==> config.mk <==
export PLATFORM = sky130hd
export DESIGN_NAME = uart_tx_arbiter
export DESIGN_NICKNAME = d
export VERILOG_FILES = /design/src/rtl/uart_arb_pkg.sv /design/src/rtl/uart_tx_arbiter_rr_pick.sv /design/src/rtl/uart_tx_arbiter.sv
export SDC_FILE = /design/constraint.sdc
export NUM_CORES = 1
export LEC_CHECK = 0
export CAP_MARGIN = 0
export CORE_MARGIN = 5
export CORE_UTILIZATION = 30
export DETAILED_ROUTE_END_ITERATION = 16
export GPL_ROUTABILITY_DRIVEN = 0
export PLACE_DENSITY = 0.65
export SLEW_MARGIN = 15
export SYNTH_ARGS = -nofsm -noshare
export SYNTH_HDL_FRONTEND = slang
export SYNTH_SLANG_ARGS = --single-unit
export TNS_END_PERCENT = 50
==> constraint.sdc <==
create_clock -name clk -period 3.32 [get_ports clk]
set_clock_uncertainty 0.1 [all_clocks]
set_input_delay 0.664 -clock clk [delete_from_list [all_inputs] [get_ports clk]]
set_output_delay 0.664 -clock clk [all_outputs]
set_load 0.03 [all_outputs]
==> src/rtl/uart_arb_pkg.sv <==
// Shared types and helpers for the UART TX arbiter: state encoding,
// lock timeout default and byte-lane extraction from packed request data.
package uart_arb_pkg;

  typedef enum logic [1:0] {
    IDLE   = 2'd0,
    SEND   = 2'd1,
    LOCKED = 2'd2
  } state_t;

  localparam int LOCK_TIMEOUT_DEFAULT = 1024;

  // Requesters are limited to eight, so 64 bits covers every lane.
  function automatic logic [7:0] byte_lane(input logic [63:0] data, input int idx);
    return data[8*idx +: 8];
  endfunction

endpackage

==> src/rtl/uart_tx_arbiter_rr_pick.sv <==
// Combinational round-robin priority finder: first set bit of valid at or
// above ptr, wrapping modulo NREQ.
module rr_pick
  import uart_arb_pkg::*;
#(
  parameter int NREQ = 3,
  parameter int IDW  = 2
) (
  input  logic [NREQ-1:0] valid,
  input  logic [IDW-1:0]  ptr,
  output logic [IDW-1:0]  idx,
  output logic            found
);

  // Scan from the farthest candidate down so the one nearest ptr wins last.
  always_comb begin
    idx   = '0;
    found = |valid;
    for (int k = NREQ - 1; k >= 0; k--) begin
      idx = valid[(int'(ptr) + k) % NREQ] ? IDW'((int'(ptr) + k) % NREQ) : idx;
    end
  end

endmodule

==> src/rtl/uart_tx_arbiter.sv <==
// Round-robin arbiter sharing one byte-wide TX port among NREQ requesters.
// Define UART_ARB_LOCK_EN to keep multi-byte messages from interleaving.
module uart_tx_arbiter
  import uart_arb_pkg::*;
#(
  parameter int NREQ         = 3,
  parameter int IDW          = 2,
  parameter int LOCK_TIMEOUT = LOCK_TIMEOUT_DEFAULT
) (
  input  logic              clk,
  input  logic              rst,
  input  logic [NREQ-1:0]   req_valid,
  input  logic [8*NREQ-1:0] req_data,
  input  logic [NREQ-1:0]   req_last,
  output logic [NREQ-1:0]   req_ready,
  output logic              tx_req,
  output logic [7:0]        tx_data,
  input  logic              tx_ready,
  output logic [IDW-1:0]    grant_id,
  output logic              busy
);

  state_t          state_r;
  logic [IDW-1:0]  rr_ptr_r;
  logic            last_r;
  logic [IDW-1:0]  pick_s;
  logic            found_s;
  logic [63:0]     req_data_ext_s;

  assign req_data_ext_s = 64'(req_data);

  function automatic logic [IDW-1:0] next_ptr(input logic [IDW-1:0] g);
    return (int'(g) == NREQ - 1) ? '0 : g + 1'b1;
  endfunction

  rr_pick #(.NREQ(NREQ), .IDW(IDW)) u_rr_pick (
    .valid (req_valid),
    .ptr   (rr_ptr_r),
    .idx   (pick_s),
    .found (found_s)
  );

`ifdef UART_ARB_LOCK_EN
  logic [15:0] idle_cnt_r;
`else
  logic unused_s;
  assign unused_s = ^{req_last, last_r};
`endif

  // Acceptance strobe: only while a byte can be taken into the holding register.
  always_comb begin
    req_ready = '0;
    case (state_r)
      IDLE: begin
        if (found_s) req_ready[pick_s] = 1'b1;
        else         req_ready = '0;
      end
`ifdef UART_ARB_LOCK_EN
      LOCKED: begin
        if (req_valid[grant_id]) req_ready[grant_id] = 1'b1;
        else                     req_ready = '0;
      end
`endif
      default: req_ready = '0;
    endcase
  end

  // Arbitration FSM with registered TX port and status outputs.
  always_ff @(posedge clk or posedge rst) begin
    if (rst) begin
      state_r  <= IDLE;
      rr_ptr_r <= '0;
      last_r   <= 1'b0;
      tx_req   <= 1'b0;
      tx_data  <= 8'h00;
      grant_id <= '0;
      busy     <= 1'b0;
`ifdef UART_ARB_LOCK_EN
      idle_cnt_r <= 16'd0;
`endif
    end else begin
      case (state_r)
        IDLE: begin
          if (found_s) begin
            tx_data  <= byte_lane(req_data_ext_s, int'(pick_s));
            tx_req   <= 1'b1;
            grant_id <= pick_s;
            last_r   <= req_last[pick_s];
            busy     <= 1'b1;
            state_r  <= SEND;
          end
        end
        SEND: begin
          if (tx_ready) begin
            tx_req <= 1'b0;
`ifdef UART_ARB_LOCK_EN
            if (last_r) begin
              rr_ptr_r <= next_ptr(grant_id);
              busy     <= 1'b0;
              state_r  <= IDLE;
            end else begin
              idle_cnt_r <= 16'd0;
              state_r    <= LOCKED;
            end
`else
            rr_ptr_r <= next_ptr(grant_id);
            busy     <= 1'b0;
            state_r  <= IDLE;
`endif
          end
        end
`ifdef UART_ARB_LOCK_EN
        LOCKED: begin
          if (req_valid[grant_id]) begin
            tx_data    <= byte_lane(req_data_ext_s, int'(grant_id));
            tx_req     <= 1'b1;
            last_r     <= req_last[grant_id];
            idle_cnt_r <= 16'd0;
            state_r    <= SEND;
          end else if (idle_cnt_r == 16'(LOCK_TIMEOUT - 1)) begin
            // Owner went silent mid-message: release so others are not starved.
            rr_ptr_r <= next_ptr(grant_id);
            busy     <= 1'b0;
            state_r  <= IDLE;
          end else begin
            idle_cnt_r <= idle_cnt_r + 16'd1;
          end
        end
`endif
        default: begin
          tx_req  <= 1'b0;
          busy    <= 1'b0;
          state_r <= IDLE;
        end
      endcase
    end
  end

endmodule

==> qor.log <==
INFO  run_status     status=completed
INFO  logic_synthesis yosysWarnings=0
INFO  worst_setup_path critical_path_arrival=2.35ns
INFO  worst_setup_path critPathMaxFanout=6
INFO  sta            final_period_minus_worst_setup_slack=3.118ns
INFO  worst_setup_path regToRegStartpoint=rr_ptr_r[1]
INFO  logic_synthesis synthesis.area_per_instance=9.113squm
INFO  floorplanning  total_number_of_placement_rows=20
INFO  min_path       min-delay-start=grant_id[0]
INFO  logic_synthesis syn_inst=106
INFO  floorplanning  die_area=0.004454sqmm
INFO  min_path       hold_path_end=rr_ptr_r[0]
INFO  sta            setup_viol_count_final=0
INFO  placed_design  pre_cts_ws=0.2395ns
INFO  global_route   global_route.overflow_total=0
INFO  global_route   grt_antenna_before_repair=0
INFO  pwr            ir_drop=0.0002972V
INFO  clock_network  cts.repair_timing.setup_buffer_count=0
INFO  clock_network  clock_sinks=13
INFO  min_path       hold_depth=1
INFO  drt            drt_first_pass_iters=4
INFO  global_route   grt_pass1_wl=4678microns
INFO  cells_and_area layout.cells.most_common=sky130_fd_sc_hd__clkdlybuf4s50_1
INFO  clock_network  maximum_clock_insertion_buffer_count=2
INFO  drt            avgRoutedWirePerCell=14.21microns
INFO  logic_synthesis mappedNetlistArea=965.9squm
INFO  run            maxCapViolations=0
INFO  sta            rsz0062_at_grt=no
INFO  logic_synthesis synth_seq_cells=13
INFO  floorplanning  die_h=66.74microns
INFO  clock_network  cts_tree=done
INFO  worst_setup_path critical_register_to_register_path_endpoint=tx_data[0]
INFO  worst_setup_path timing.critical_path.slowest_stage_cell=sky130_fd_sc_hd__clkdlybuf4s50_1
INFO  sta            timing.fmax=320.8MHz
INFO  worst_setup_path crit_chain=clkdlybuf4s50_1 -> a21boi_0 -> o21ai_0 -> o21ai_2 -> buf_4 -> and2_1 -> buf_4
INFO  logic_synthesis ys_async_rst_share=100.0%
INFO  floorplanning  fp.coreArea=0.003078sqmm
INFO  sta            pins_over_their_slew_limit=0
INFO  worst_setup_path crit_buf_inv=3
INFO  drt            viasPerCell=4.869
INFO  sta            worst_relative_slew_slack=63.39%
INFO  floorplanning  io_pins=48
INFO  cells_and_area fillerInstances=316
INFO  sta            totalNegativeSetupSlack=0ns
INFO  clock_network  postCtsHoldBufs=0
INFO  worst_setup_path worst_r2r_path_cells=7
INFO  sta            hold_violations=0
INFO  cells_and_area num_antenna_cells=0
INFO  sta            final_min_period_over_clock_period=93.90%
INFO  worst_setup_path critical_path.top_delay_family=buffers and inverters
INFO  drt            route.detailed.drc=0
INFO  logic_synthesis seq_area_frac_synth=33.68%
INFO  logic_synthesis synth_nets=142
INFO  logic_synthesis synth_edf_count=0
INFO  global_route   grt_start_max_net_pins=14
INFO  worst_setup_path startpoint_type=input port
INFO  cells_and_area drive_above_1_share=18.83%
INFO  drt            detail_route.wirelength=2813microns
INFO  worst_setup_path critPathRequiredTime=2.56ns
INFO  placed_design  hpwl=2267microns
INFO  worst_setup_path critical-path-top-cell-by-count=sky130_fd_sc_hd__buf_4
INFO  logic_synthesis synthFlopType=sky130_fd_sc_hd__dfrtp_1
INFO  pwr            report.power.total=1.096mW
INFO  floorplanning  die_width=66.74microns
INFO  clock_network  path_clk_slew=0.09ns
INFO  worst_setup_path worst_setup_path_end_kind=output port
INFO  drt            routed-via-count=964
INFO  pwr            power_density=736.4mW/mm^2
INFO  worst_setup_path startpoint_to_endpoint_class_of_the_critical_path=in2out
INFO  drt            postRouteAntennaNets=0
INFO  global_route   number_of_global_route_vias_before_repair=1043
INFO  placed_design  place.detailed.instances=194
INFO  clock_network  clock-root-buffer=sky130_fd_sc_hd__clkbuf_4
INFO  logic_synthesis synthDistinctLibCells=36
INFO  cells_and_area layout_common_cells=41 x sky130_fd_sc_hd__clkdlybuf4s50_1, 13 x sky130_fd_sc_hd__nor2_1, 13 x sky130_fd_sc_hd__dfrtp_1
INFO  worst_setup_path cp_slowest_stage_delay=0.56ns
INFO  clock_network  htree_num_levels=1
INFO  clock_network  clock_insertion_delay_worst_skew=0.28ns
INFO  min_path       hold_path_class=reg2reg
INFO  cells_and_area syn2layout_area_growth=54.02%
INFO  floorplanning  initial_core_util=31.38%
INFO  sta            worst_pin_slew=0.5446ns
INFO  cells_and_area finalNonFillerCells=198
INFO  sta            fin_ws=0.2024ns
INFO  cells_and_area post-route-util=48.33%
INFO  worst_setup_path worst-r2r-setup-slack=0.93ns
INFO  global_route   globalRouteTotalUtil=13.84%
INFO  clock_network  postCtsResizedCells=0
INFO  placed_design  place.port_buffers=44
INFO  drt            drt_iter0_drc=30
INFO  clock_network  cts-buffers-inserted=3
INFO  pwr            cellLeakagePower=0.6338nW
INFO  cells_and_area finalNetCount=191
-- cells by family after synthesis --
kind of cell,Yosys count,share of synthesized area (%)
AO/OA/AOI/OAI,35,28.37
adder cells (fa/ha/maj),3,3.886
buffers and inverters,12,6.217
flip-flops,13,33.68
multiplexers,8,9.067
AND/OR/NAND/NOR,35,18.78
-- synthesized netlist by cell type, types with 2 or more instances --
cell,n,area (sq um)
sky130_fd_sc_hd__a31oi_1,5,31.28
sky130_fd_sc_hd__mux2_2,2,22.52
sky130_fd_sc_hd__nand2_1,6,22.52
sky130_fd_sc_hd__dfrtp_1,13,325.3
sky130_fd_sc_hd__nor2_1,13,48.80
sky130_fd_sc_hd__o211ai_1,4,30.03
sky130_fd_sc_hd__o21a_1,2,15.01
sky130_fd_sc_hd__or2_2,2,12.51
sky130_fd_sc_hd__clkbuf_1,2,7.510
sky130_fd_sc_hd__and3b_2,2,20.02
sky130_fd_sc_hd__o22ai_2,4,50.05
sky130_fd_sc_hd__buf_4,2,15.01
sky130_fd_sc_hd__o31ai_1,2,15.01
sky130_fd_sc_hd__o21ai_0,3,15.01
sky130_fd_sc_hd__inv_1,6,22.52
sky130_fd_sc_hd__ha_1,3,37.54
sky130_fd_sc_hd__mux2i_1,5,50.05
sky130_fd_sc_hd__nand3_1,4,20.02
sky130_fd_sc_hd__a21oi_1,9,45.04
-- stage by stage --
stage                     area, sq um  hold slack, ns
final                            1488          0.4165
after global routing             1488          0.4560
after global placement           1461          0.3940
after detailed placement         1461          0.4046
after floorplan                 965.9          0.3764
after CTS                        1488          0.4203
-- worst register-to-register path, delay by kind of cell, from the launching register on --
| kind | cells | cell delay (ns) |
|---|---|---|
| adder cells (fa/ha/maj) | 1 | 0.37 |
| AO/OA/AOI/OAI | 3 | 0.93 |
| AND/OR/NAND/NOR | 2 | 0.41 |
| buffers and inverters | 1 | 0.07 |
| flip-flops | 1 | 0.42 |
-- layer usage --
layer / routed length (microns) / global-route usage [%] / up-vias
li1: - / - / 485
met1: 1233 / 15.62 / 444
met2: 1311 / 23.39 / 35
met3: 268 / 6.239 / 0
met4: 0 / 3.807 / 0
met5: 0 / 0 / -
-- power by group --
group	internal, mW	switching (mW)
logic	0.339	0.396
registers	0.218	0.0400
clock network	0.0466	0.0560
total	0.604	0.492
-- how the worst max path moves through the flow --
stage / startpoint / to / cells after the start / slack (ns)
2_1_floorplan: rr_ptr_r[0] / req_ready[0] / 8 / 0.42
3_3_place_gp: req_valid[1] / req_ready[1] / 7 / 0.25
3_5_place_dp: req_valid[1] / req_ready[0] / 7 / 0.24
4_1_cts: req_valid[1] / req_ready[0] / 7 / 0.23
5_1_grt: rr_ptr_r[1] / req_ready[2] / 8 / 0.11
6_report: req_valid[2] / req_ready[2] / 7 / 0.20
-- state kept, by name, summed over array words and instances, names as in the netlist --
signal,cells
tx_data,8
grant_id,2
rr_ptr_r,2
busy,1
-- area by class of cell --
cell class	count	area [sq um]	share of cell area, %
timing repair buffer	50	478.0	32.13
sequential	13	325.3	21.87
inverter	6	22.52	1.514
multi-input combinational	81	580.6	39.02
clock buffer	4	26.28	1.766
tap	44	55.05	3.701
Note: power is estimated with default switching activity, not from simulation.
